## src/rtl/framebuffer_pkg.sv

```systemverilog
// Shared constants, state encoding and clipping helper for the framebuffer
// fill engine.
package framebuffer_pkg;

    localparam int SCREEN_W = 400;
    localparam int SCREEN_H = 240;
    localparam int FB_WORDS = 96000;
    localparam int ADDR_W   = 17;
    localparam int PIXEL_W  = 16;

    typedef enum logic [1:0] {
        IDLE  = 2'd0,
        SETUP = 2'd1,
        FILL  = 2'd2,
        DONE  = 2'd3
    } fill_state_t;

    // Exclusive end coordinate clipped to the screen edge.
    function automatic logic [9:0] clip_end(input logic [9:0] sum_v, input logic [9:0] limit_v);
        logic [9:0] res_v;
        if (sum_v > limit_v) begin
            res_v = limit_v;
        end else begin
            res_v = sum_v;
        end
        return res_v;
    endfunction

endpackage

```

## src/rtl/framebuffer_fill.sv

```systemverilog
// Rectangle fill engine: clips a fill command to the screen and streams one
// pixel write per granted cycle into framebuffer port A.
module framebuffer_fill
    import framebuffer_pkg::*;
(
    input  logic                 clk,
    input  logic                 reset,
    input  logic                 start,
    input  logic [8:0]           x0,
    input  logic [7:0]           y0,
    input  logic [8:0]           w,
    input  logic [7:0]           h,
    input  logic [PIXEL_W-1:0]   color,
    output logic                 busy,
    output logic                 done,
    output logic [ADDR_W-1:0]    fb_address,
    output logic [PIXEL_W-1:0]   fb_dataOut,
    output logic                 fb_writeEnable,
    input  logic                 fb_grant
);

    fill_state_t        state_r;
    logic [8:0]         x0_r;
    logic [7:0]         y0_r;
    logic [8:0]         w_r;
    logic [7:0]         h_r;
    logic [PIXEL_W-1:0] color_r;
    logic [9:0]         x_end_r;
    logic [9:0]         y_end_r;
    logic [9:0]         x_r;
    logic [9:0]         y_r;
    logic [ADDR_W-1:0]  row_base_r;

    logic [9:0]         x_end_s;
    logic [9:0]         y_end_s;
    logic               empty_s;
    logic [ADDR_W-1:0]  row_base_s;
    logic [ADDR_W-1:0]  first_addr_s;
    logic [9:0]         x_next_s;
    logic [9:0]         y_next_s;
    logic               row_end_s;
    logic               last_row_s;
    logic [ADDR_W-1:0]  next_row_base_s;
    logic [ADDR_W-1:0]  next_row_addr_s;

    // Setup-time clipping and the loop's next-step address arithmetic.
    always_comb begin
        x_end_s = clip_end({1'b0, x0_r} + {1'b0, w_r}, 10'(SCREEN_W));
        y_end_s = clip_end({2'b00, y0_r} + {2'b00, h_r}, 10'(SCREEN_H));
        empty_s = (x0_r >= 9'(SCREEN_W)) || (y0_r >= 8'(SCREEN_H)) ||
                  (w_r == 9'd0) || (h_r == 8'd0);
        // y0*400 as shifts: 400 = 256 + 128 + 16
        row_base_s = ({9'd0, y0_r} << 8) + ({9'd0, y0_r} << 7) + ({9'd0, y0_r} << 4);
        first_addr_s    = row_base_s + {8'd0, x0_r};
        x_next_s        = x_r + 10'd1;
        y_next_s        = y_r + 10'd1;
        row_end_s       = (x_next_s >= x_end_r);
        last_row_s      = (y_next_s >= y_end_r);
        next_row_base_s = row_base_r + ADDR_W'(SCREEN_W);
        next_row_addr_s = next_row_base_s + {8'd0, x0_r};
    end

    // Fill FSM with coordinate/address counters and registered port outputs.
    always_ff @(posedge clk) begin
        if (reset) begin
            state_r        <= IDLE;
            busy           <= 1'b0;
            done           <= 1'b0;
            fb_address     <= '0;
            fb_dataOut     <= '0;
            fb_writeEnable <= 1'b0;
            x0_r           <= 9'd0;
            y0_r           <= 8'd0;
            w_r            <= 9'd0;
            h_r            <= 8'd0;
            color_r        <= '0;
            x_end_r        <= 10'd0;
            y_end_r        <= 10'd0;
            x_r            <= 10'd0;
            y_r            <= 10'd0;
            row_base_r     <= '0;
        end else begin
            done <= 1'b0;
            case (state_r)
                IDLE: begin
                    if (start) begin
                        x0_r    <= x0;
                        y0_r    <= y0;
                        w_r     <= w;
                        h_r     <= h;
                        color_r <= color;
                        busy    <= 1'b1;
                        state_r <= SETUP;
                    end else begin
                        state_r <= IDLE;
                    end
                end
                SETUP: begin
                    x_end_r <= x_end_s;
                    y_end_r <= y_end_s;
                    if (empty_s) begin
                        state_r <= DONE;
                    end else begin
                        x_r            <= {1'b0, x0_r};
                        y_r            <= {2'b00, y0_r};
                        row_base_r     <= row_base_s;
                        fb_address     <= first_addr_s;
                        fb_dataOut     <= color_r;
                        fb_writeEnable <= 1'b1;
                        state_r        <= FILL;
                    end
                end
                FILL: begin
                    if (fb_grant) begin
                        if (!row_end_s) begin
                            x_r        <= x_next_s;
                            fb_address <= fb_address + ADDR_W'(1);
                        end else if (!last_row_s) begin
                            // next-row address is ready, so the wrap costs no cycle
                            x_r        <= {1'b0, x0_r};
                            y_r        <= y_next_s;
                            row_base_r <= next_row_base_s;
                            fb_address <= next_row_addr_s;
                        end else begin
                            fb_writeEnable <= 1'b0;
                            state_r        <= DONE;
                        end
                    end else begin
                        state_r <= FILL;
                    end
                end
                DONE: begin
                    done    <= 1'b1;
                    busy    <= 1'b0;
                    state_r <= IDLE;
                end
                default: begin
                    fb_writeEnable <= 1'b0;
                    busy           <= 1'b0;
                    state_r        <= IDLE;
                end
            endcase
        end
    end

endmodule

```

## config.mk

```make
export PLATFORM = sky130hd
export DESIGN_NAME = framebuffer_fill
export DESIGN_NICKNAME = d
export VERILOG_FILES = /design/src/rtl/framebuffer_pkg.sv /design/src/rtl/framebuffer_fill.sv
export SDC_FILE = /design/constraint.sdc
export NUM_CORES = 1
export LEC_CHECK = 0
export CAP_MARGIN = 15
export CORE_ASPECT_RATIO = 1.4
export CORE_UTILIZATION = 52
export CTS_CLUSTER_DIAMETER = 40
export DETAILED_ROUTE_END_ITERATION = 8
export GPL_ROUTABILITY_DRIVEN = 0
export PLACE_DENSITY = 0.81
export SLEW_MARGIN = 20
export SYNTH_ARGS = -nofsm -noshare
export SYNTH_HDL_FRONTEND = slang
export SYNTH_SLANG_ARGS = --single-unit
export TNS_END_PERCENT = 1
```

## constraint.sdc

```tcl
create_clock -name clk -period 2.9 [get_ports clk]
set_input_delay 0.29 -clock clk [delete_from_list [all_inputs] [get_ports clk]]
set_output_delay 0.29 -clock clk [all_outputs]
set_load 0.05 [all_outputs]
```

==> impl_metrics.json <==
{
  "worst_slew_pin_tran_ps": 852.7,
  "antenna_left": 0,
  "number_of_global_route_vias_before_repair": 8690,
  "worst_clock_skew_ps": 9.032,
  "placeableCoreArea_um2": 16240,
  "drt-pass1-iter-count": 7,
  "synth-async-reset-ratio_pct": 0,
  "period_share_pct": 107.3,
  "placement_rows": 55,
  "r2r_setup_slack_ps": -210,
  "initial_antenna_violation_count": 0,
  "worstHoldEndpoint": "y_r[3]$_SDFFE_PP0P_",
  "synth-seq-area-share_pct": 32.23,
  "stdcell_count": 1475,
  "synthesis.area_per_instance_um2": 7.956,
  "yosys_warnings": 0,
  "yosys.area_share.xor_xnor_pct": 6.144,
  "drt-vias-per-instance": 5.910,
  "die_area_um2": 17250,
  "synth_compound_gate_area_share_pct": 21.57,
  "globalRoute.totalOverflow": 0,
  "failing_checks": "DRC, setup timing",
  "grt_use_total_pct": 29.06,
  "cts-root-buf": "sky130_fd_sc_hd__clkbuf_16",
  "max_freq_mhz": 321.4,
  "cts_inserted_buffers": 17,
  "place.detailed.hpwl_mm": 17.55,
  "rsz_0062_raised_after_global_routing": "true",
  "floorplan.io_pins": 90,
  "num-nets-final": 1392,
  "avgRoutedWirePerCell_um": 17.22,
  "count_of_state_elements_after_synthesis": 140,
  "portBuffers": 89,
  "crit_fanout": 2,
  "startpoint_type": "flip-flop",
  "slew_headroom_pct": 42.94,
  "timing.reg2reg.worst_path_depth": 13,
  "post_synth_num_cell_types": 77,
  "critical_register_to_register_path_endpoint": "fb_address[16]$_SDFFE_PP0P_",
  "setup_ws_ps": -211.0,
  "report.final.slew_viol_count": 0,
  "timing.final.setup_violations": 43,
  "ctsHoldBuffers": 0,
  "drc": 6,
  "dpl_worst_slack_ps": -375.5,
  "drive_above_1_share_pct": 18.65,
  "synthesis.area_um2": 8696,
  "hold_class": "in2reg",
  "clk_pin_slew_ps": 60,
  "worstPathRequired_ps": 3230,
  "drt_iter0_drc": 523,
  "layout_commonest_cell": "sky130_fd_sc_hd__nand2_1",
  "synth_fp_nets": 1222,
  "starting_utilization_of_the_core_area_pct": 53.54,
  "min_path_cells": 2,
  "netlist_instances": 1093,
  "die_w_um": 111.3,
  "min_period_ps": 3111,
  "synthAdderAreaFrac_pct": 11.48,
  "worst_hold_slack_ps": 287.8,
  "final_util_pct": 70.79,
  "synth_simple_gate_area_share_pct": 20.85,
  "most-common-layout-cells": "sky130_fd_sc_hd__nand2_1, sky130_fd_sc_hd__dfxtp_1, sky130_fd_sc_hd__a21oi_1",
  "ys.flop_type": "sky130_fd_sc_hd__dfxtp_1",
  "ir_drop_mv": 0.5741,
  "regToRegStartpoint": "y0_r[4]$_SDFFE_PP0P_",
  "run_status": "finished with violations",
  "numClockSinks": 140,
  "min-delay-start": "reset",
  "detailroute.via_count": 8717,
  "timing.critical_path.to_type": "flip-flop",
  "path_class": "reg2reg",
  "synth_top_family_by_area": "compound AO/OA/AOI/OAI gates",
  "maximum_root_to_sink_buffer_count": 2,
  "dpl.cell_count": 1431,
  "global_route_wire_length_before_repair_mm": 40.47,
  "area_growth_pct": 32.22,
  "grt_start_max_net_pins": 58,
  "clock_tree.htree_level_count": 4,
  "synthMuxAreaShare_pct": 2.791,
  "drt-total-wl_mm": 25.39,
  "power-per-cell-area_nw_per_um2": 1009,
  "clock_tree_from_tritoncts": "yes",
  "n_antenna_cell": 0,
  "synth_enable_flop_cells": 0,
  "finalHoldViolCount": 0,
  "worst_skew_pair.late_latency_ps": 430,
  "maxCapViolations": 0,
  "dieHeight_um": 155.0,
  "arrival_ps": 3440,
  "leakagePower_nw": 4.725
}
-- sequential cells by signal, summed over array words and instances, names as in the netlist, 2 cells and up --
signal	count
fb_address	17
color_r	16
fb_dataOut	16
row_base_r	13
x_end_r	10
x_r	10
y_r	10
w_r	9
x0_r	9
y_end_r	9
h_r	8
y0_r	8
state_r	2
-- where the power goes --
| part | total (W) | internal, W | switching [W] |
|---|---|---|---|
| combinational | 0.00667 | 0.00287 | 0.00380 |
| sequential | 0.00269 | 0.00232 | 0.000368 |
| clock | 0.00224 | 0.00133 | 0.000906 |
| total | 0.0116 | 0.00652 | 0.00508 |
-- routing by layer --
layer	share of wire [%]	GRT usage [%]
met5	0	0
met4	5.5	19.18
met2	49	51.49
met3	6.5	6.934
met1	39	30.73
-- metrics by stage --
| stage | setup TNS (ps) | total power [W] | instance area, um2 |
|---|---|---|---|
| 2_1_floorplan | -231.9 | 0.006676 | 8775 |
| 3_3_place_gp | -4171 | 0.008458 | 10490 |
| 3_5_place_dp | -7001 | 0.008611 | 10490 |
| 4_1_cts | -2391 | 0.01118 | 11300 |
| 5_1_grt | -8690 | 0.01227 | 11500 |
| 6_report | -3964 | 0.01160 | 11500 |
-- how the worst max path moves through the flow --
stage | startpoint | endpoint | slack, ps
after global routing | y0_r[4]$_SDFFE_PP0P_ | fb_address[16]$_SDFFE_PP0P_ | -290
after floorplan | y0_r[4]$_SDFFE_PP0P_ | fb_address[16]$_SDFFE_PP0P_ | -50
after global placement | y0_r[4]$_SDFFE_PP0P_ | fb_address[16]$_SDFFE_PP0P_ | -230
after CTS | y0_r[4]$_SDFFE_PP0P_ | fb_address[16]$_SDFFE_PP0P_ | -220
final | y0_r[4]$_SDFFE_PP0P_ | fb_address[16]$_SDFFE_PP0P_ | -210
after detailed placement | y0_r[4]$_SDFFE_PP0P_ | fb_address[16]$_SDFFE_PP0P_ | -380
-- repair_timing --
item                                    4_1_cts  5_1_grt
cloned                                        1        2
endpoints found under the setup margin       51       58
resized for setup                            26       47
buffers inserted                              6        3
pin swaps                                    17       30
-- cell type report --
type / count / area, um2
Timing Repair Buffer: 204 / 1847
Fill cell: 1188 / 4743
Clock inverter: 13 / 152.6
Sequential cell: 140 / 2821
Clock buffer: 19 / 452.9
Inverter: 51 / 191.4
Multi-Input combinational cell: 849 / 5783
Tap cell: 199 / 249.0
-- critical path, stage by stage, from the launching register on --
cell and delay (ps):
sky130_fd_sc_hd__dfxtp_2 340, sky130_fd_sc_hd__inv_2 60, sky130_fd_sc_hd__fa_1 550, sky130_fd_sc_hd__inv_2 50
sky130_fd_sc_hd__ha_4 160, sky130_fd_sc_hd__fa_2 350, sky130_fd_sc_hd__nand3_2 90, sky130_fd_sc_hd__a21oi_2 60
sky130_fd_sc_hd__or4_4 430, sky130_fd_sc_hd__o2111ai_4 120, sky130_fd_sc_hd__nor4bb_4 230, sky130_fd_sc_hd__nand2_1 140
sky130_fd_sc_hd__mux2i_2 180, sky130_fd_sc_hd__a311oi_1 240
-- synth_stat cells (all sizes together), types with 8 or more instances --
cell	n	area (um2)
o211ai	17	127.6
o21ai	46	245.2
clkbuf	38	142.6
mux2i	22	220.2
nor2	96	360.4
a22o	8	70.07
fa	8	160.2
nor3	20	100.1
ha	67	838.3
a21oi	113	569.3
buf	16	95.09
or3	9	61.31
xor2	23	201.4
nor2b	9	56.30
dfxtp	140	2803
inv	51	191.4
and3	14	92.59
nand2	182	690.7
a211oi	20	160.2
nand3	37	190.2
a21o	8	60.06
xnor2	38	332.8
-- logic make-up (layout without fill, tap and decap cells) --
group	after synthesis	after routing
AO/OA/AOI/OAI	284	284
multiplexers	24	24
adder cells (fa/ha/maj)	75	75
XOR/XNOR	61	61
AND/OR/NAND/NOR	404	405
buffers and inverters	105	287
flip-flops	140	140
(Power assumes the default switching activity.)
